<file path="src/rtl/if_fetch_unit.sv">
// Instruction-fetch stage: owns the PC, issues word fetches over valid/ready with a pulsed
// response, and buffers instructions into IF/ID. Optional macro IF_PERF_CNT_EN adds perf counters.
module if_fetch_unit #(
    parameter logic [29:0] RESET_PC    = 30'h0000_0C00,
    parameter logic [7:0]  RSP_TIMEOUT = 8'd64
) (
    input  logic        clk,
    input  logic        rst,
    input  logic [29:0] npc,
    input  logic        pc_wr,
    input  logic        redirect,
    output logic [29:0] pc,
    output logic        imem_req_valid,
    output logic [29:0] imem_req_addr,
    input  logic        imem_req_ready,
    input  logic        imem_rsp_valid,
    input  logic [31:0] imem_rsp_data,
    input  logic        id_stall,
    output logic        ifid_valid,
    output logic [31:0] ifid_instr,
    output logic [29:0] ifid_pc,
    output logic        fetch_err
`ifdef IF_PERF_CNT_EN
    ,
    output logic [31:0] perf_fetch,
    output logic [31:0] perf_drop
`endif
);

    // state  | meaning
    // S_REQ  | request valid, waiting for the memory to accept it
    // S_WAIT | one fetch outstanding, timeout timer running
    // S_HOLD | response parked in skid because IF/ID was full and stalled
    typedef enum logic [1:0] {
        S_REQ  = 2'd0,
        S_WAIT = 2'd1,
        S_HOLD = 2'd2
    } state_t;

    state_t      r_state;
    logic        r_req_valid;
    logic [29:0] r_pc;
    logic        r_drop;
    logic [31:0] r_skid_data;
    logic        r_ifid_valid;
    logic [31:0] r_ifid_instr;
    logic [29:0] r_ifid_pc;
    logic        r_fetch_err;
    logic [7:0]  r_tmr;

    logic        w_accept;
    logic        w_consume;
    logic        w_can_load;
    logic        w_load;
    logic [31:0] w_load_data;

    assign w_accept    = r_req_valid && imem_req_ready;
    assign w_consume   = r_ifid_valid && !id_stall;
    assign w_can_load  = !r_ifid_valid || w_consume;
    assign w_load      = !redirect && w_can_load &&
                         ((r_state == S_WAIT && imem_rsp_valid && !r_drop) || r_state == S_HOLD);
    assign w_load_data = (r_state == S_HOLD) ? r_skid_data : imem_rsp_data;

    always_ff @(posedge clk) begin
        if (rst) begin
            r_state      <= S_REQ;
            r_req_valid  <= 1'b1;
            r_pc         <= RESET_PC;
            r_drop       <= 1'b0;
            r_skid_data  <= '0;
            r_ifid_valid <= 1'b0;
            r_ifid_instr <= '0;
            r_ifid_pc    <= '0;
        end else if (redirect) begin
            // Flush everything; an in-flight fetch must be swallowed when it returns.
            r_pc         <= npc;
            r_ifid_valid <= 1'b0;
            r_skid_data  <= '0;
            case (r_state)
                S_REQ: begin
                    if (w_accept) begin
                        r_state     <= S_WAIT;
                        r_req_valid <= 1'b0;
                        r_drop      <= 1'b1;
                    end
                end
                S_WAIT: begin
                    if (imem_rsp_valid) begin
                        r_state     <= S_REQ;
                        r_req_valid <= 1'b1;
                        r_drop      <= 1'b0;
                    end else begin
                        r_drop <= 1'b1;
                    end
                end
                default: begin
                    r_state     <= S_REQ;
                    r_req_valid <= 1'b1;
                    r_drop      <= 1'b0;
                end
            endcase
        end else begin
            if (w_consume) begin
                r_ifid_valid <= 1'b0;
            end
            if (w_load) begin
                r_ifid_valid <= 1'b1;
                r_ifid_instr <= w_load_data;
                r_ifid_pc    <= r_pc;
                if (pc_wr) begin
                    r_pc <= npc;
                end
            end
            case (r_state)
                S_REQ: begin
                    if (w_accept) begin
                        r_state     <= S_WAIT;
                        r_req_valid <= 1'b0;
                    end
                end
                S_WAIT: begin
                    if (imem_rsp_valid) begin
                        if (r_drop || w_can_load) begin
                            r_state     <= S_REQ;
                            r_req_valid <= 1'b1;
                            r_drop      <= 1'b0;
                        end else begin
                            r_skid_data <= imem_rsp_data;
                            r_state     <= S_HOLD;
                        end
                    end
                end
                S_HOLD: begin
                    if (w_can_load) begin
                        r_state     <= S_REQ;
                        r_req_valid <= 1'b1;
                    end
                end
                default: begin
                    r_state     <= S_REQ;
                    r_req_valid <= 1'b1;
                    r_drop      <= 1'b0;
                end
            endcase
        end
    end

    // Down-counter loaded at accept; hitting zero while still waiting flags a lost response.
    always_ff @(posedge clk) begin
        if (rst) begin
            r_tmr       <= '0;
            r_fetch_err <= 1'b0;
        end else if (w_accept) begin
            r_tmr <= RSP_TIMEOUT - 8'd1;
        end else if (r_state == S_WAIT && !imem_rsp_valid) begin
            if (r_tmr == 8'd0) begin
                r_fetch_err <= 1'b1;
            end else begin
                r_tmr <= r_tmr - 8'd1;
            end
        end
    end

`ifdef IF_PERF_CNT_EN
    logic        w_discard;
    logic [31:0] r_perf_fetch;
    logic [31:0] r_perf_drop;

    // A flushed skid entry is a response that never reached ID, so it counts as dropped.
    assign w_discard = (r_state == S_WAIT && imem_rsp_valid && (r_drop || redirect)) ||
                       (r_state == S_HOLD && redirect);

    always_ff @(posedge clk) begin
        if (rst) begin
            r_perf_fetch <= '0;
            r_perf_drop  <= '0;
        end else begin
            if (w_load) begin
                r_perf_fetch <= r_perf_fetch + 32'd1;
            end
            if (w_discard) begin
                r_perf_drop <= r_perf_drop + 32'd1;
            end
        end
    end

    assign perf_fetch = r_perf_fetch;
    assign perf_drop  = r_perf_drop;
`endif

    assign pc             = r_pc;
    assign imem_req_valid = r_req_valid;
    assign imem_req_addr  = r_pc;
    assign ifid_valid     = r_ifid_valid;
    assign ifid_instr     = r_ifid_instr;
    assign ifid_pc        = r_ifid_pc;
    assign fetch_err      = r_fetch_err;

endmodule

</file>
<file path="config.mk">
export PLATFORM = sky130hd
export DESIGN_NAME = if_fetch_unit
export DESIGN_NICKNAME = d
export VERILOG_FILES = /design/src/rtl/if_fetch_unit.sv
export SDC_FILE = /design/constraint.sdc
export NUM_CORES = 1
export LEC_CHECK = 0
export CAP_MARGIN = 20
export CORE_UTILIZATION = 30
export CTS_CLUSTER_SIZE = 28
export DETAILED_ROUTE_END_ITERATION = 6
export GPL_TIMING_DRIVEN = 0
export PLACE_DENSITY_LB_ADDON = 0.08
export SLEW_MARGIN = 15
export SYNTH_ARGS = -nofsm -noshare
export SYNTH_HDL_FRONTEND = slang
export SYNTH_SLANG_ARGS = --single-unit
</file>
<file path="constraint.sdc">
create_clock -name clk -period 3 [get_ports clk]
set_input_delay 0.45 -clock clk [delete_from_list [all_inputs] [get_ports clk]]
set_output_delay 0.45 -clock clk [all_outputs]
set_load 0.05 [all_outputs]
</file>
---- Word-level counts from Yosys, hierarchy flattened ----
Cells that the tools add are included.
word-level totals
  register bits after elaboration ......... 138
  input port bits ......................... 69
  output and inout port bits .............. 125
operators by class
  $add $sub $neg .......................... 1
  equal/unequal tests ..................... 9
  mux-type cells .......................... 32
  bitwise operators ....................... 4
  reduce and logical (&&, ||, !) cells .... 33
operator list
  operator                                          count
  two-way mux 30 bit                                3
  two-way mux 32 bit                                1
  two-way mux 6 bit                                 3
  two-way mux 1 bit                                 13
  two-way mux 2 bit                                 6
  inequality test 3 bit, second input constant      4
  AND reduction 2 bit                               5
  AND reduction 3 bit                               3
  zero test 8 bit                                   1
  nonzero test 2 bit                                4
  subtractor 8 x 1 -> 8 bit, second input constant  1
  logical AND 1 bit                                 7
  one-hot mux 1 bit (2 select lines)                3
  one-hot mux 2 bit (3 select lines)                1
  OR reduction 2 bit                                3
  zero test 1 bit                                   5
  inequality test 2 bit, second input constant      2
  inverter 1 bit                                    4
  one-hot mux 2 bit (2 select lines)                1
  AND reduction 4 bit                               1
  logical OR 1 bit                                  3
  one-hot mux 1 bit (3 select lines)                1
  == test 2 x 1 -> 1 bit, second input constant     1
  == test 2 bit, second input constant              1
  2 further kinds                                   2

---- Depth between registers and ports, before layout ----
Gate-level depths: netlist of run 1.
  depth after elaboration ................. 8
  gate-level depth with buffers ........... 7
  depth with buffers taken out ............ 6

---- Worst setup path after synthesis of run 1 ----
Ideal clock, no wire load.
  path type ............................... register to register
  start ................................... reg r_ifid_valid (netlist: ifid_valid)
  end ..................................... reg r_skid_data[10]
  library setup time ...................... 0.132 ns
  arrival time ............................ 1.695 ns
  required time ........................... 2.868 ns
  setup slack ............................. 1.173 ns
  stages on the path, launching flop included .. 7
  buffers on the path ..................... 2
  period minus slack after synthesis ...... 1.827 ns
  cell sequence ........................... dfxtp_1 -> nand2_1 -> or4_1 -> clkbuf_1 -> buf_2 -> nand2_1 -> a21oi_1
between the ends
  word-level cells in the longest chain between the ends .. 5
  elaborated cells on any way between the ends .. 6
  those cells by class .................... bitwise (1); reduce/logical (5)
RTL lines
  element                                               line    source
  start: declaration                                    45      logic r_ifid_valid;
  start signal: assignment                              71      r_ifid_valid <= 1'b0;
  start signal: assignment                              77      r_ifid_valid <= 1'b0;
  start signal: assignment                              104     r_ifid_valid <= 1'b0;
  zero test 1 bit or logical AND 1 bit (tied branches)  59, 58
  logical OR 1 bit (*)                                  59      assign w_can_load = !r_ifid_valid || w_consume;
  logical OR 1 bit (*)                                  123     if (r_drop || w_can_load) begin
  inverter 1 bit (no line) (*)                          n/a
  AND reduction 3 bit (no line) (*)                     n/a
  end signal: assignment                                128     r_skid_data <= imem_rsp_data;
  end: declaration                                      44      logic [31:0] r_skid_data;
Mark *: on every way between the ends. The rest lies on a longest branch, timed or not.
A chain may end at the register's enable or synchronous reset.

---- Final worst setup path of run 1 ----
  start ................................... reg r_pc[29] (netlist: imem_req_addr[29])
  end ..................................... out pc[29]
RTL lines
  element                   line  source
  start: declaration        42    logic [29:0] r_pc;
  start signal: assignment  76    r_pc <= npc;
  start signal: assignment  111   r_pc <= npc;
  end: declaration          12    output logic [29:0] pc,
No word-level cell between the ends.

==> results of run 1 <==
-- sequential cells by signal (all words and copies together) (netlist names), 2 cells and up --
signal / count
ifid_instr: 32
r_skid_data: 32
ifid_pc: 30
imem_req_addr: 30
r_tmr: 8
r_state: 2
-- stage by stage --
stage | worst slack, ns | util [%] | cell area, um^2
global route | 0.639 | 46.1 | 8740
global placement | 0.452 | 42.8 | 8110
finish | 0.776 | 46.1 | 8740
CTS | 0.753 | 46.1 | 8740
floorplan | 1.17 | - | 5870
detailed placement | 0.400 | 42.8 | 8110
-- cell type report --
| type | count | area (um^2) | share of cell area [%] |
|---|---|---|---|
| tap | 260 | 325 | 3.72 |
| clock buffer | 21 | 460 | 5.27 |
| timing repair buffer | 191 | 1910 | 21.9 |
| multi-input combinational | 473 | 2610 | 29.9 |
| sequential | 138 | 2760 | 31.6 |
| buffer | 83 | 482 | 5.51 |
| clock inverter | 11 | 169 | 1.93 |
| inverter | 5 | 18.8 | 0.215 |
-- routing by layer --
metal	up-vias	GRT usage [%]	wire length [um]
li1	2721	-	-
met1	2594	22.4	7900
met2	173	31.5	8750
met3	12	4.98	1130
met4	0	5.38	163
met5	-	0	0
-- logic make-up (layout without fill, tap and decap cells) --
| logic type | Yosys count | count (layout) | synth area share, % |
|---|---|---|---|
| adder cells (fa/ha/maj) | 2 | 2 | 0.426 |
| flip-flops | 138 | 138 | 47.0 |
| AND/OR/NAND/NOR | 313 | 313 | 24.2 |
| buffers and inverters | 88 | 311 | 8.52 |
| multiplexers | 33 | 33 | 5.64 |
| AO/OA/AOI/OAI | 120 | 120 | 13.4 |
| XOR/XNOR | 5 | 5 | 0.745 |
-- worst max-delay path: cells and delay by family (launching register included) --
kind                   cells  cell delay (ns)
buffers and inverters      2             0.93
DFF                        1             0.43
-- placed cells by master, fill, tap and decap left out, types with 4 or more instances in the layout --
master,synthesis,layout
a21oi_1,68,68
a311oi_1,34,34
buf_2,19,19
buf_4,35,35
bufinv_16,0,4
clkbuf_1,26,28
clkbuf_16,0,17
clkdlybuf4s50_1,0,191
dfxtp_1,138,138
inv_1,5,5
mux2i_1,32,32
nand2_1,193,193
nand2b_1,58,58
nor2_1,40,40
nor3_1,5,5
xnor2_1,4,4
-- report_power, final --
group	switching [mW]	internal (mW)
sequential	0.0606	1.90
clock	0.797	1.44
combinational	0.482	0.339
total	1.34	3.67
-- how the worst min path moves through the flow --
stage                                   endpoint  slack (ns)  cells past startpoint
CTS                          r_drop$_SDFFE_PP0P_        0.40                      3
detailed placement       ifid_pc[8]$_SDFFE_PP0P_        0.45                      2
finish                       r_drop$_SDFFE_PP0P_        0.40                      3
global placement    r_skid_data[15]$_SDFFE_PP0P_        0.44                      2
floorplan            r_skid_data[0]$_SDFFE_PP0P_        0.44                      2
global route                 r_drop$_SDFFE_PP0P_        0.44                      3
==> flow_metrics.env, run 1 <==
export IMPL_status="complete, no violations"
export IMPL_insertion_delay_ns=0.41
export IMPL_critPathArrivalTime_ns=1.77
export IMPL_ant_nets=0
export IMPL_dp_hpwl_um=13300
export IMPL_cts_resized=0
export IMPL_die_area_mm2=0.0201
export IMPL_diodes=0
export IMPL_cts_buffers=17
export IMPL_yosysSeqAreaShare_pct=47.0
export IMPL_cts_clk_slew_worst_paths_ns=0.06
export IMPL_hold_viol_final=0
export IMPL_antenna_found_initial=1
export IMPL_fin_crit_ns=2.22
export IMPL_synth_area_leaders="dfxtp_1 47%, nand2_1 12%, nand2b_1 6.2%"
export IMPL_drtIter0Drc=213
export IMPL_fin_skew_ns=0.0125
export IMPL_crit_type="flip-flop to primary output"
export IMPL_ios=194
export IMPL_yosys_warnings=0
export IMPL_p_leak_nw=3.20
export IMPL_final_layout_size_suffix_gt1_share_pct=10.4
export IMPL_synth_edff_count=0
export IMPL_yosys_cell_types_count=46
export IMPL_ctsHoldBuffers=0
export IMPL_critPathSlowestCell="clkdlybuf4s50_1"
export IMPL_syn_to_final_growth_pct=48.8
export IMPL_fill_cells=1835
export IMPL_cp_data_required_time_ns=2.55
export IMPL_vias=5500
export IMPL_reg2regPathDepth=5
export IMPL_fin_crit_sh_pct=74.1
export IMPL_slew_headroom_pct=57.2
export IMPL_viasPerCell=4.65
export IMPL_core_mm2=0.0190
export IMPL_crit_chain="buf_4, clkdlybuf4s50_1"
export IMPL_postCtsSetupRepairBufs=0
export IMPL_syn_inst=699
export IMPL_finalSetupTns_ns=0
export IMPL_grt_overflow=0
export IMPL_grt_pass1_wl_um=28700
export IMPL_startpoint="imem_req_addr[29]$_SDFFE_PP0P_"
export IMPL_drcViolationCount=0
export IMPL_place_congestion=0.809
export IMPL_yosys_most_used_dff="dfxtp_1"
export IMPL_rsz0062_at_grt="false"
export IMPL_worstReg2RegStart="r_drop$_SDFFE_PP0P_"
export IMPL_synth_area_leader_cell="dfxtp_1"
export IMPL_crit_end="pc[29]"
export IMPL_synth_common_cells="193 x nand2_1, 138 x dfxtp_1, 68 x a21oi_1"
export IMPL_grt_usage_pct=18.3
export IMPL_cts_tree="built"
export IMPL_dp_cells=1150
export IMPL_firstDrtPassIters=5
export IMPL_cts_sinks=138
export IMPL_worst_pin_slew_ns=0.642
export IMPL_max_stage_delay_ns=0.79
export IMPL_htreeDepth=4
export IMPL_syn_area_per_cell_um2=8.40
export IMPL_ir_worst_vdd_uv=384
export IMPL_ys_ff_latch=138
export IMPL_syn_nets=770
export IMPL_synthArstFlopShare_pct=0
export IMPL_synth_most_common_cell="nand2_1"
export IMPL_io_buffers=191
export IMPL_finalHoldWorstSlack_ns=0.401
export IMPL_hold_path_class="input pin to flip-flop"
export IMPL_synth_top_cell_area_share_pct=47.0
export IMPL_min_from="redirect"
export IMPL_synth_area_mm2=0.00587
export IMPL_cts_root_buf="clkbuf_16"
export IMPL_grt_max_degree=17
export IMPL_fmax_ghz=0.450
export IMPL_die_width_um=142
export IMPL_slew_viol_final=0
export IMPL_wl_um=17900
export IMPL_regToRegEndpoint="ifid_instr[12]$_SDFFE_PP0P_"
export IMPL_crit_fanout=4
export IMPL_start_util_pct=31.0
export IMPL_power_mw=5.01
export IMPL_wl_per_cell_um=15.2
export IMPL_fp_dieH_um=142
export IMPL_rrSetupSlack_ns=1.12
export IMPL_nNetsFinal=980
export IMPL_stdcell_count=1182
export IMPL_worst_setup_path_start_kind="flip-flop"
export IMPL_setup_viol=0
export IMPL_rows=50
export IMPL_power_density_mw_per_mm2=573
export IMPL_maxCapViolCount=0
export IMPL_end_kind="primary output"
export IMPL_cts_path_max_buffers=2
export IMPL_grt_pass1_vias=5512
(Power assumes the default switching activity.)
==> run 2: changes to the inputs <==
==> constraint.sdc (replaced) <==
create_clock -name clk -period 2.15 [get_ports clk]
set_input_delay 0.3225 -clock clk [delete_from_list [all_inputs] [get_ports clk]]
set_output_delay 0.3225 -clock clk [all_outputs]
set_load 0.05 [all_outputs]
==> run 2 against run 1 <==
Compared with the run above:
- register-to-register slack got worse by 0.80 ns
- power increased by 40%
- combinational power increased by 40%
- largest cell class unchanged
- final cell count unchanged
- clock power increased by 40%
- via count decreased by 0.11%
- sequential cell count unchanged
- global-route usage unchanged
- clock-buffer cell count unchanged
- sequential power increased by 39%
- sequential share of layout area about the same
- hold slack got worse by 0.13 ns
==> flow_metrics.env, run 2 (synthesis gave the netlist of run 1 again) <==
export IMPL_hold_path_class="input pin to flip-flop"
export IMPL_layout_common_cells="193 x nand2_1, 190 x clkdlybuf4s50_1, 138 x dfxtp_1, 68 x a21oi_1, 58 x nand2b_1"
export IMPL_worst_setup_path_start_kind="flip-flop"
export IMPL_grt_usage_pct=18.3
export IMPL_vias=5494
export IMPL_fp_dieH_um=142
export IMPL_power_density_mw_per_mm2=800
export IMPL_maxCapViolCount=0
export IMPL_antenna_found_initial=1
export IMPL_ir_worst_vdd_uv=540
export IMPL_nNetsFinal=980
export IMPL_insertion_delay_ns=0.42
export IMPL_grt_overflow=0
export IMPL_slew_viol_final=0
export IMPL_cts_sinks=138
export IMPL_cts_path_max_buffers=2
export IMPL_startpoint="imem_req_addr[29]$_SDFFE_PP0P_"
export IMPL_rsz0062_at_grt="false"
export IMPL_core_mm2=0.0190
export IMPL_status="complete, no violations"
export IMPL_fmax_ghz=0.476
export IMPL_layout_setup_ws_ns=0.0507
export IMPL_die_area_mm2=0.0201
export IMPL_layout_commonest_cell="nand2_1"
export IMPL_critPathArrivalTime_ns=1.78
export IMPL_fill_cells=1835
export IMPL_worstReg2RegStart="r_state[0]$_SDFFE_PP0P_"
export IMPL_regToRegEndpoint="r_skid_data[19]$_SDFFE_PP0P_"
export IMPL_slew_headroom_pct=57.1
export IMPL_viasPerCell=4.65
export IMPL_hold_viol_final=0
export IMPL_worst_pin_slew_ns=0.638
export IMPL_grt_pass1_wl_um=28700
export IMPL_cts_root_buf="clkbuf_16"
export IMPL_fin_skew_ns=0.0113
export IMPL_cts_clk_slew_worst_paths_ns=0.06
export IMPL_seqCellArea_mm2=0.00276
export IMPL_diodes=0
export IMPL_wl_per_cell_um=15.2
export IMPL_start_util_pct=31.0
export IMPL_ctsHoldBuffers=0
export IMPL_dp_hpwl_um=13300
export IMPL_ant_nets=0
export IMPL_cp_data_required_time_ns=1.83
export IMPL_rows=50
export IMPL_rrSetupSlack_ns=0.32
export IMPL_drcViolationCount=0
export IMPL_htreeDepth=4
export IMPL_multiInputGateArea_mm2=0.00262
export IMPL_reg2regPathDepth=6
export IMPL_postCtsSetupRepairBufs=0
export IMPL_die_width_um=142
export IMPL_fin_crit_sh_pct=97.6
export IMPL_cts_tree="built"
export IMPL_crit_end="pc[29]"
export IMPL_fin_crit_ns=2.10
export IMPL_crit_fanout=4
export IMPL_crit_type="flip-flop to primary output"
export IMPL_syn_to_final_growth_pct=48.9
export IMPL_final_layout_size_suffix_gt1_share_pct=10.5
export IMPL_finalHoldWorstSlack_ns=0.273
export IMPL_wl_um=17900
export IMPL_place_worst_setup_slack_ns=-0.322
export IMPL_grt_max_degree=17
export IMPL_io_buffers=191
export IMPL_place_congestion=0.809
export IMPL_p_leak_nw=3.20
export IMPL_grt_pass1_vias=5512
export IMPL_setup_viol=0
export IMPL_drtIter0Drc=223
export IMPL_firstDrtPassIters=5
export IMPL_ios=194
export IMPL_cts_buffers=17
export IMPL_end_kind="primary output"
run 2: cell types whose count changed in the layout (fill, tap and decap cells not counted), sizes merged:
cell / previous run / this run
clkdlybuf4s50: 191 / 190
dlymetal6s2s: 0 / 1
run 2: critical path, cell delays in order, from the launching register on:
cell and delay [ns]:
dfxtp_1 0.43, buf_4 0.14, clkdlybuf4s50_1 0.79
run 2: where the power goes:
| part | leakage, nW | internal (mW) | total (mW) | switching [mW] |
|---|---|---|---|---|
| registers | 1.12 | 2.64 | 2.73 | 0.0846 |
| clock network | 0.307 | 2.00 | 3.12 | 1.12 |
| logic | 1.77 | 0.473 | 1.15 | 0.673 |
run 2: worst min path at each step:
stage	start	to	slack (ns)	cells past startpoint
final	redirect	r_drop$_SDFFE_PP0P_	0.27	3
after global routing	redirect	r_drop$_SDFFE_PP0P_	0.31	3
after CTS	redirect	r_drop$_SDFFE_PP0P_	0.27	3
after detailed placement	ifid_pc[8]$_SDFFE_PP0P_	ifid_pc[8]$_SDFFE_PP0P_	0.45	2
after global placement	r_skid_data[15]$_SDFFE_PP0P_	r_skid_data[15]$_SDFFE_PP0P_	0.44	2
after floorplan	r_skid_data[0]$_SDFFE_PP0P_	r_skid_data[0]$_SDFFE_PP0P_	0.44	2
run 2: final cells by class:
| class | count | area share (%) |
|---|---|---|
| tap | 260 | 3.72 |
| multi-input combinational | 473 | 29.9 |
| inverter | 5 | 0.215 |
| clock inverter | 11 | 1.93 |
| buffer | 83 | 5.51 |
| clock buffer | 21 | 5.26 |
| timing repair buffer | 191 | 21.9 |
| sequential | 138 | 31.6 |
run 2: layer usage:
layer / share of wire [%] / GRT usage (%) / wire (um) / up-vias
li1: - / - / - / 2722
met5: 0 / 0 / 0 / -
met3: 6.3 / 4.98 / 1130 / 13
met2: 49 / 31.5 / 8710 / 173
met1: 44 / 22.4 / 7940 / 2586
met4: 0.95 / 5.38 / 170 / 0
run 2: metrics by stage:
stage               utilization (%)  TNS, ns  instance area, um^2  std cells  power, mW
global placement               42.8   -18.23                 8110       1150       3.92
floorplan                         -        0                 5870        699       3.49
CTS                            46.1        0                 8740       1182       7.06
finish                         46.1        0                 8750       1182       6.99
global route                   46.1        0                 8750       1182       7.26
detailed placement             42.8   -22.96                 8110       1150       3.94
run 2: what timing repair did:
action                     in CTS  in global routing
hold endpoints to repair        0                  0
setup endpoints to repair       0                 44
gates resized for setup         0                  2
